### src/rtl/uart_axi_arbiter_pkg.sv
// Shared widths, AXI response codes and sizing helper for the UART-Lite AXI arbiter.
package uart_axi_arbiter_pkg;

  localparam int unsigned WORD_W     = 32;
  localparam int unsigned AXI_AW_DEF = 32;
  localparam int unsigned RESP_W     = 2;

  localparam logic [RESP_W-1:0] AXI_RESP_OKAY   = 2'b00;
  localparam logic [RESP_W-1:0] AXI_RESP_SLVERR = 2'b10;
  localparam logic [RESP_W-1:0] AXI_RESP_DECERR = 2'b11;

  localparam logic [2:0] AXI_PROT_DEF  = 3'b000;
  localparam logic [3:0] AXI_STRB_FULL = 4'b1111;

  // Index width that stays legal for a single requester.
  function automatic int unsigned idx_width(input int unsigned n);
    return (n > 32'd1) ? 32'($clog2(n)) : 32'd1;
  endfunction

endpackage

### src/rtl/uart_axi_arbiter_rr_picker.sv
// Combinational round-robin picker: first asserted request at or after ptr, wrapping.
module uart_axi_arbiter_rr_picker
  import uart_axi_arbiter_pkg::*;
#(
  parameter int unsigned NUM_REQ = 2,
  parameter int unsigned IDX_W   = idx_width(NUM_REQ)
) (
  input  logic [NUM_REQ-1:0] req_i,
  input  logic [IDX_W-1:0]   ptr_i,
  output logic               any_c_o,
  output logic [IDX_W-1:0]   idx_c_o
);

  always_comb begin
    int unsigned cand;
    any_c_o = 1'b0;
    idx_c_o = '0;
    cand    = 32'd0;
    for (int unsigned k = 0; k < NUM_REQ; k++) begin
      cand = 32'(ptr_i) + k;
      if (cand >= NUM_REQ) cand = cand - NUM_REQ;
      if (!any_c_o && req_i[IDX_W'(cand)]) begin
        any_c_o = 1'b1;
        idx_c_o = IDX_W'(cand);
      end
    end
  end

endmodule

### src/rtl/uart_axi_arbiter.sv
// Round-robin sequencer sharing one AXI4-Lite master port among NUM_REQ requesters,
// running exactly one complete read or write per grant.
module uart_axi_arbiter
  import uart_axi_arbiter_pkg::*;
#(
  parameter int unsigned NUM_REQ = 2,
  parameter int unsigned AXI_AW  = AXI_AW_DEF
) (
  input  logic                        clk,
  input  logic                        rstn,
  input  logic [NUM_REQ-1:0]          req_i,
  input  logic [NUM_REQ-1:0]          req_we_i,
  input  logic [NUM_REQ*AXI_AW-1:0]   req_addr_i,
  input  logic [NUM_REQ*WORD_W-1:0]   req_wdata_i,
  output logic [NUM_REQ-1:0]          done_o,
  output logic [WORD_W-1:0]           rdata_o,
  output logic [RESP_W-1:0]           resp_o,
  output logic                        busy_o,
  output logic                        axi_awvalid_o,
  input  logic                        axi_awready_i,
  output logic [AXI_AW-1:0]           axi_awaddr_o,
  output logic [2:0]                  axi_awprot_o,
  output logic                        axi_wvalid_o,
  input  logic                        axi_wready_i,
  output logic [WORD_W-1:0]           axi_wdata_o,
  output logic [3:0]                  axi_wstrb_o,
  input  logic                        axi_bvalid_i,
  output logic                        axi_bready_o,
  input  logic [RESP_W-1:0]           axi_bresp_i,
  output logic                        axi_arvalid_o,
  input  logic                        axi_arready_i,
  output logic [AXI_AW-1:0]           axi_araddr_o,
  output logic [2:0]                  axi_arprot_o,
  input  logic                        axi_rvalid_i,
  output logic                        axi_rready_o,
  input  logic [WORD_W-1:0]           axi_rdata_i,
  input  logic [RESP_W-1:0]           axi_rresp_i
);

  localparam int unsigned IDX_W = idx_width(NUM_REQ);

  localparam logic [2:0] S_IDLE     = 3'd0;
  localparam logic [2:0] S_RD_ADDR  = 3'd1;
  localparam logic [2:0] S_RD_DATA  = 3'd2;
  localparam logic [2:0] S_WR_AW_W  = 3'd3;
  localparam logic [2:0] S_WR_RESP  = 3'd4;
  localparam logic [2:0] S_COMPLETE = 3'd5;

  logic [2:0]         state_q, state_d;
  logic [IDX_W-1:0]   ptr_q, ptr_d, idx_q, idx_d;
  logic               arvalid_q, arvalid_d, rready_q, rready_d;
  logic               awvalid_q, awvalid_d, wvalid_q, wvalid_d, bready_q, bready_d;
  logic [AXI_AW-1:0]  araddr_q, araddr_d, awaddr_q, awaddr_d;
  logic [WORD_W-1:0]  wdata_q, wdata_d, rdata_q, rdata_d;
  logic [RESP_W-1:0]  resp_q, resp_d;
  logic [NUM_REQ-1:0] done_q, done_d;
  logic               busy_q, busy_d;

  logic               pick_any;
  logic [IDX_W-1:0]   pick_idx;
  logic [AXI_AW-1:0]  sel_addr;
  logic [WORD_W-1:0]  sel_wdata;

  uart_axi_arbiter_rr_picker #(
    .NUM_REQ (NUM_REQ),
    .IDX_W   (IDX_W)
  ) u_picker (
    .req_i   (req_i),
    .ptr_i   (ptr_q),
    .any_c_o (pick_any),
    .idx_c_o (pick_idx)
  );

  // Payload of the picked requester.
  always_comb begin
    sel_addr  = '0;
    sel_wdata = '0;
    for (int unsigned i = 0; i < NUM_REQ; i++) begin
      if (pick_idx == IDX_W'(i)) begin
        sel_addr  = req_addr_i[i*AXI_AW +: AXI_AW];
        sel_wdata = req_wdata_i[i*WORD_W +: WORD_W];
      end
    end
  end

  always_comb begin
    state_d   = state_q;
    ptr_d     = ptr_q;
    idx_d     = idx_q;
    arvalid_d = arvalid_q;
    rready_d  = rready_q;
    awvalid_d = awvalid_q;
    wvalid_d  = wvalid_q;
    bready_d  = bready_q;
    araddr_d  = araddr_q;
    awaddr_d  = awaddr_q;
    wdata_d   = wdata_q;
    rdata_d   = rdata_q;
    resp_d    = resp_q;
    done_d    = '0;
    case (state_q)
      S_IDLE: begin
        if (pick_any) begin
          idx_d = pick_idx;
          if (req_we_i[pick_idx]) begin
            awvalid_d = 1'b1;
            wvalid_d  = 1'b1;
            awaddr_d  = sel_addr;
            wdata_d   = sel_wdata;
            state_d   = S_WR_AW_W;
          end else begin
            arvalid_d = 1'b1;
            araddr_d  = sel_addr;
            state_d   = S_RD_ADDR;
          end
        end
      end
      S_RD_ADDR: begin
        if (axi_arready_i) begin
          arvalid_d = 1'b0;
          rready_d  = 1'b1;
          state_d   = S_RD_DATA;
        end
      end
      S_RD_DATA: begin
        if (axi_rvalid_i) begin
          rready_d      = 1'b0;
          rdata_d       = axi_rdata_i;
          resp_d        = axi_rresp_i;
          done_d[idx_q] = 1'b1;
          state_d       = S_COMPLETE;
        end
      end
      S_WR_AW_W: begin
        // AW and W retire independently; move on once neither is still pending.
        if (axi_awready_i) awvalid_d = 1'b0;
        if (axi_wready_i)  wvalid_d  = 1'b0;
        if (!awvalid_d && !wvalid_d) begin
          bready_d = 1'b1;
          state_d  = S_WR_RESP;
        end
      end
      S_WR_RESP: begin
        if (axi_bvalid_i) begin
          bready_d      = 1'b0;
          resp_d        = axi_bresp_i;
          done_d[idx_q] = 1'b1;
          state_d       = S_COMPLETE;
        end
      end
      S_COMPLETE: begin
        // req is deliberately not sampled here so a dropping requester is not regranted.
        ptr_d   = (idx_q == IDX_W'(NUM_REQ - 1)) ? '0 : idx_q + IDX_W'(1);
        state_d = S_IDLE;
      end
      default: state_d = S_IDLE;
    endcase
    busy_d = (state_d != S_IDLE);
  end

  always_ff @(posedge clk) begin
    if (!rstn) begin
      state_q   <= S_IDLE;
      ptr_q     <= '0;
      idx_q     <= '0;
      arvalid_q <= 1'b0;
      rready_q  <= 1'b0;
      awvalid_q <= 1'b0;
      wvalid_q  <= 1'b0;
      bready_q  <= 1'b0;
      araddr_q  <= '0;
      awaddr_q  <= '0;
      wdata_q   <= '0;
      rdata_q   <= '0;
      resp_q    <= AXI_RESP_OKAY;
      done_q    <= '0;
      busy_q    <= 1'b0;
    end else begin
      state_q   <= state_d;
      ptr_q     <= ptr_d;
      idx_q     <= idx_d;
      arvalid_q <= arvalid_d;
      rready_q  <= rready_d;
      awvalid_q <= awvalid_d;
      wvalid_q  <= wvalid_d;
      bready_q  <= bready_d;
      araddr_q  <= araddr_d;
      awaddr_q  <= awaddr_d;
      wdata_q   <= wdata_d;
      rdata_q   <= rdata_d;
      resp_q    <= resp_d;
      done_q    <= done_d;
      busy_q    <= busy_d;
    end
  end

  assign done_o        = done_q;
  assign rdata_o       = rdata_q;
  assign resp_o        = resp_q;
  assign busy_o        = busy_q;
  assign axi_arvalid_o = arvalid_q;
  assign axi_araddr_o  = araddr_q;
  assign axi_arprot_o  = AXI_PROT_DEF;
  assign axi_rready_o  = rready_q;
  assign axi_awvalid_o = awvalid_q;
  assign axi_awaddr_o  = awaddr_q;
  assign axi_awprot_o  = AXI_PROT_DEF;
  assign axi_wvalid_o  = wvalid_q;
  assign axi_wdata_o   = wdata_q;
  assign axi_wstrb_o   = AXI_STRB_FULL;
  assign axi_bready_o  = bready_q;

endmodule

### config.mk
export PLATFORM = sky130hd
export DESIGN_NAME = uart_axi_arbiter
export DESIGN_NICKNAME = d
export VERILOG_FILES = /design/src/rtl/uart_axi_arbiter_pkg.sv /design/src/rtl/uart_axi_arbiter_rr_picker.sv /design/src/rtl/uart_axi_arbiter.sv
export SDC_FILE = /design/constraint.sdc
export NUM_CORES = 1
export LEC_CHECK = 0
export ABC_AREA = 1
export CAP_MARGIN = 20
export CORE_AREA = 2 2 127 129
export DETAILED_ROUTE_END_ITERATION = 12
export DIE_AREA = 0 0 129 131
export GPL_TIMING_DRIVEN = 0
export PLACE_DENSITY = 0.81
export SLEW_MARGIN = 20
export SYNTH_ARGS = -nofsm -noshare
export SYNTH_HDL_FRONTEND = slang
export SYNTH_SLANG_ARGS = --single-unit
### constraint.sdc
create_clock -name clk -period 2.35 [get_ports clk]
set_clock_uncertainty 0.05 [all_clocks]
set_input_delay 0.3525 -clock clk [delete_from_list [all_inputs] [get_ports clk]]
set_output_delay 0.3525 -clock clk [all_outputs]
set_load 0.03 [all_outputs]
* After elaboration in Yosys (flattened, before gate mapping)
Cells that the tools add are included.
Storage, ports and cells: bits in registers 143, logic and storage cells 109, input port bits 175, output and inout port bits 148
Operators by class: mux-type cells 48, $add $sub $neg 4, eq/ne operators 12, $lt $le $gt $ge 7, bitwise gates (word level) 1, reduce and logical (&&, ||, !) cells 22
Operators with widths (count):
- $mux 32 | 2
- $mux 1 | 27
- $reduce_and 3->1 | 6
- $mux 3 | 5
- $pmux 3 s5 | 1
- $ne 2x2->1 const B | 7
- $mux 2 | 5
- $pmux 1 s2 | 5
- $reduce_bool 2->1 | 5
- $lt 1x2->1 const B | 4
- $pmux 2 s2 | 2
- $eq 3x2->1 const B | 2
- $eq 3x3->1 const B | 2
- $reduce_and 2->1 | 2
- $reduce_and 4->1 | 1
- $eq 3x1->1 const B | 1
- $logic_and 1x1->1 | 3
- $logic_not 1->1 | 3
- $logic_not 3->1 | 1
- $reduce_bool 3->1 | 1
- $add 1x1->2 const B | 1
- $ge 1x2->1 const B | 1
- $ge 2x2->1 const B | 1
- $sub 1x1->1 const B | 2
- 4 further kinds | 4

* Depth between registers and ports, before layout
depth in word-level cells 14, gate-level depth with buffers 10, depth with buffers taken out 9

* Modules after synthesis
Synthesis repeated with hierarchy kept, for this count alone.
Second synthesis, totals: cells, all modules 883, area total of the unflattened synthesis 6073.3 sq um
By module, submodules not included:
- uart_axi_arbiter | area an instance 6054.6 sq um, instances 1, cells each 879, seq. area each 2862.7 sq um
- uart_axi_arbiter_rr_picker | area an instance 18.8 sq um, instances 1, cells each 4, seq. area each 0.0 sq um

* Worst setup path before layout
OpenSTA, ideal clock, no wires.
path kind input port to flip-flop, start input req_i[0], end register araddr_q[26], in the netlist axi_araddr_o[26], buffers on the path 2, stages 9, setup time 113 ps, setup slack 973 ps, arrival time 1214 ps, required time 2187 ps, cells stage by stage nand2_1 nand2_1 buf_2 buf_4 or2_1 o21ai_1 nand2_1 nand2_1 nor2_1
Between the ends: cells in the longest elaborated chain, start to end 10, elaborated cells between the ends (all ways) 15, those cells by class mux (11); bitwise (1); reduce/logical (3)
Ends and longest elaborated chain:
- from (decl) | RTL line uart_axi_arbiter.sv:11 | input logic [NUM_REQ-1:0] req_i,
- $mux 1 (implied by the code) (2 in a row) | RTL line uart_axi_arbiter_rr_picker.sv:22 | if (!any_c_o && req_i[IDX_W'(cand)]) begin
- $mux 1 | RTL line uart_axi_arbiter_rr_picker.sv:22
- $logic_not 1->1 | RTL line uart_axi_arbiter_rr_picker.sv:22
- $logic_and 1x1->1 | RTL line uart_axi_arbiter_rr_picker.sv:22
- $mux 1 | RTL line uart_axi_arbiter_rr_picker.sv:22
- $mux 1 (implied by the code) (2 in a row) | RTL line uart_axi_arbiter.sv:105 | if (req_we_i[pick_idx]) begin
- $not 1->1 (no line)
- $reduce_and 3->1 (no line)
- to (signal assigned) | RTL line uart_axi_arbiter.sv:187 | araddr_q <= araddr_d;
- to (decl) | RTL line uart_axi_arbiter.sv:53 | logic [AXI_AW-1:0] araddr_q, araddr_d, awaddr_q, awaddr_d;
Parallel ways exist; a longest one is shown, timed or not. The select of a mux whose other input is x is not followed. A chain may end at the register's enable or synchronous reset.

* Worst setup path after layout
start register resp_q[1], in the netlist resp_o[1], end output resp_o[1]
RTL lines:
- from (decl) | RTL line uart_axi_arbiter.sv:55 | logic [RESP_W-1:0] resp_q, resp_d;
- from (signal assigned) | RTL line uart_axi_arbiter.sv:191 | resp_q <= resp_d;
- to (decl) | RTL line uart_axi_arbiter.sv:17 | output logic [RESP_W-1:0] resp_o,
No word-level cell between the ends.

==> impl_metrics.json <==
{
  "status": "complete, no violations",
  "arrival_ps": 1490,
  "grt_pass1_vias": 6057,
  "relSlewSlack_pct": 50.7,
  "clock_latency_ps": 420,
  "hold_viol_final": 0,
  "hold_path_class": "in -> reg",
  "finalMaxSlewViolations": 0,
  "hold_buffers": 0,
  "grt_usage_pct": 24.1,
  "tightestPinTransition_ps": 739,
  "grt_max_degree": 17,
  "synth_most_common_cell": "nor2_1",
  "seq_area_mm2": 0.00286,
  "numCtsBuffers": 17,
  "die_area_mm2": 0.0169,
  "grt_pass1_wl_mm": 31.3,
  "reg2regPathDepth": 9,
  "drtIter0Drc": 404,
  "critical_path.startpoint": "resp_o[1]",
  "io_pins": 323,
  "synthArstFlopShare_pct": 0,
  "yosys.area.top_type": "dfxtp_1",
  "gp_congestion": 0.882,
  "max_freq_mhz": 527,
  "synth_area_mm2": 0.00618,
  "yosys-top-cells-count": "256 x nor2_1, 250 x nand2_1, 143 x dfxtp_1",
  "use_met1_pct": 29.1,
  "holdWs_ps": 255,
  "grt.busiest_layer": "met2",
  "whs_path_depth": 3,
  "postSynthAreaPerCell_um2": 6.82,
  "synth_seq_cells": 143,
  "hpwl_mm": 16.2,
  "die_width_um": 129,
  "start_util_pct": 39.6,
  "yosysWarnings": 0,
  "clock_path_buffers": 2,
  "setup_viol": 0,
  "drcViolationCount": 0,
  "multiInputGateArea_mm2": 0.00286,
  "ir_worst_vdd_mv": 0.503,
  "antenna_cells": 0,
  "drive_gt1_share_pct": 7.80,
  "fin_cells": 1473,
  "tns_ps": 0,
  "synth_cell_types": 28,
  "path_cells": "clkdlybuf4s50_1",
  "root_buffer": "clkbuf_16",
  "path_clk_slew_ps": 60,
  "worstSetupEndpointType": "output pin",
  "synth_edf_count": 0,
  "cts.sinks": 143,
  "critPathBufInv": 1,
  "fillers": 1385,
  "yosysTopAreaCellShare_pct": 46.4,
  "r2r_end": "axi_awaddr_o[27]",
  "fin_crit_sh_pct": 80.7,
  "crit_fanout": 2,
  "power_density_mw_per_mm2": 911,
  "rsz0062_at_grt": "no",
  "dp.cells": 1441,
  "vias": 6751,
  "drt-total-wl_mm": 21.0,
  "die_y_um": 131,
  "timing.rr.start": "ptr_q",
  "postCtsSetupBuffers": 0,
  "netlist_top_cells_area": "dfxtp_1 46%, nor2_1 16%, nand2_1 15%, o21ai_0 6.5%, buf_4 2.1%",
  "syn-instance-count": 906,
  "finalNetCount": 1419,
  "routedWlPerCell_um": 14.3,
  "setup.worst_path.start_class": "flip-flop",
  "num_rows": 46,
  "portBuffers": 311,
  "antenna_found_initial": 0,
  "cts.repair.resized": 0,
  "firstDrtPassIters": 5,
  "core_mm2": 0.0156,
  "cts_tree": "done",
  "cp.required_ps": 1950,
  "antenna_left": 0,
  "area_growth_pct": 65.5,
  "cp_slowest_stage_delay_ps": 740,
  "cp.depth": 1,
  "regToRegSetupSlack_ps": 630,
  "endpoint": "resp_o[1]",
  "avgViaCountPerCell": 4.58,
  "crit_type": "reg -> out",
  "cpLargestDelayFamily": "buffers and inverters",
  "maxCapViolations": 0,
  "use_met2_pct": 41.0,
  "met3_usage_pct": 6.03,
  "seq_area_frac_synth_pct": 46.4,
  "finalCriticalPeriod_ps": 1900,
  "cpMaxStageDelayCell": "clkdlybuf4s50_1",
  "htreeDepth": 4,
  "synthFlopType": "dfxtp_1",
  "power_leakage_nw": 4.33,
  "grt_overflow": 0
}
[stage by stage]
step | setup WS, ps | cell area [um^2] | util, % | total power (W)
finish | 453 | 10200 | 65.5 | 0.00932
global route | 405 | 10200 | 65.5 | 0.00977
CTS | 434 | 10200 | 65.5 | 0.00936
detailed placement | 187 | 9590 | 61.5 | 0.00648
global placement | 184 | 9590 | 61.5 | 0.00643
floorplan | 973 | 6210 | - | 0.00503
[layer usage]
layer	wire, um	share of wire [%]
met1	8780	42
met2	10300	49
met3	1370	6.5
met4	562	2.7
met5	0	0
[how the worst min path moves through the flow]
stage                     slack (ps)               to    startpoint
after global placement           380     axi_bready_o  axi_bready_o
after CTS                        240  axi_wdata_o[17]          rstn
after floorplan                  370        done_o[0]         idx_q
after global routing             290  axi_wdata_o[13]          rstn
final                            250  axi_wdata_o[17]          rstn
after detailed placement         400     axi_bready_o  axi_bready_o
[sequential cells by signal, summed over array words and instances, names as in the netlist]
register and flops:
rdata_o 32, done_o 2, state_q 3, axi_bready_o 1
axi_araddr_o 32, axi_wdata_o 32, axi_arvalid_o 1, axi_awaddr_o 32
resp_o 2, ptr_q 1, idx_q 1, axi_rready_o 1
axi_wvalid_o 1, busy_o 1, axi_awvalid_o 1
[layout make-up]
class	instances	share of cell area (%)
Multi-Input combinational cell	683	28.0
Sequential cell	143	28.0
Clock buffer	23	4.68
Clock inverter	9	1.53
Buffer	65	3.87
Timing Repair Buffer	311	30.4
Tap cell	216	2.64
Inverter	23	0.857
[worst min-delay path: stages]
cell and delay [ps]:
clkbuf_1 170, o21ai_0 110, nor2_1 40
[cell families after synthesis]
logic type / count (synthesis) / share of synthesized area (%)
and+or+nand+nor: 564 / 36.8
DFF: 143 / 46.4
AOI/OAI and AO/OA: 109 / 8.95
buffers and inverters: 88 / 7.82
other: 2 / 0.122
[where the power goes]
group / internal, W / switching (W) / total, W
combinational: 0.00140 / 0.00196 / 0.00336
clock: 0.00186 / 0.00102 / 0.00289
sequential: 0.00285 / 0.000223 / 0.00307
[layout by cell type, fill, tap and decap left out, types with 8 or more instances in the layout]
cell	instances
o21ai_1	20
clkdlybuf4s50_1	311
buf_2	18
or2_0	19
o21ai_0	80
nor2_1	256
nor2_2	12
dfxtp_1	143
nand3_1	8
inv_1	19
clkbuf_1	18
nand2_1	250
conb_1	10
clkbuf_16	17
buf_4	17
(Power assumes the default switching activity.)
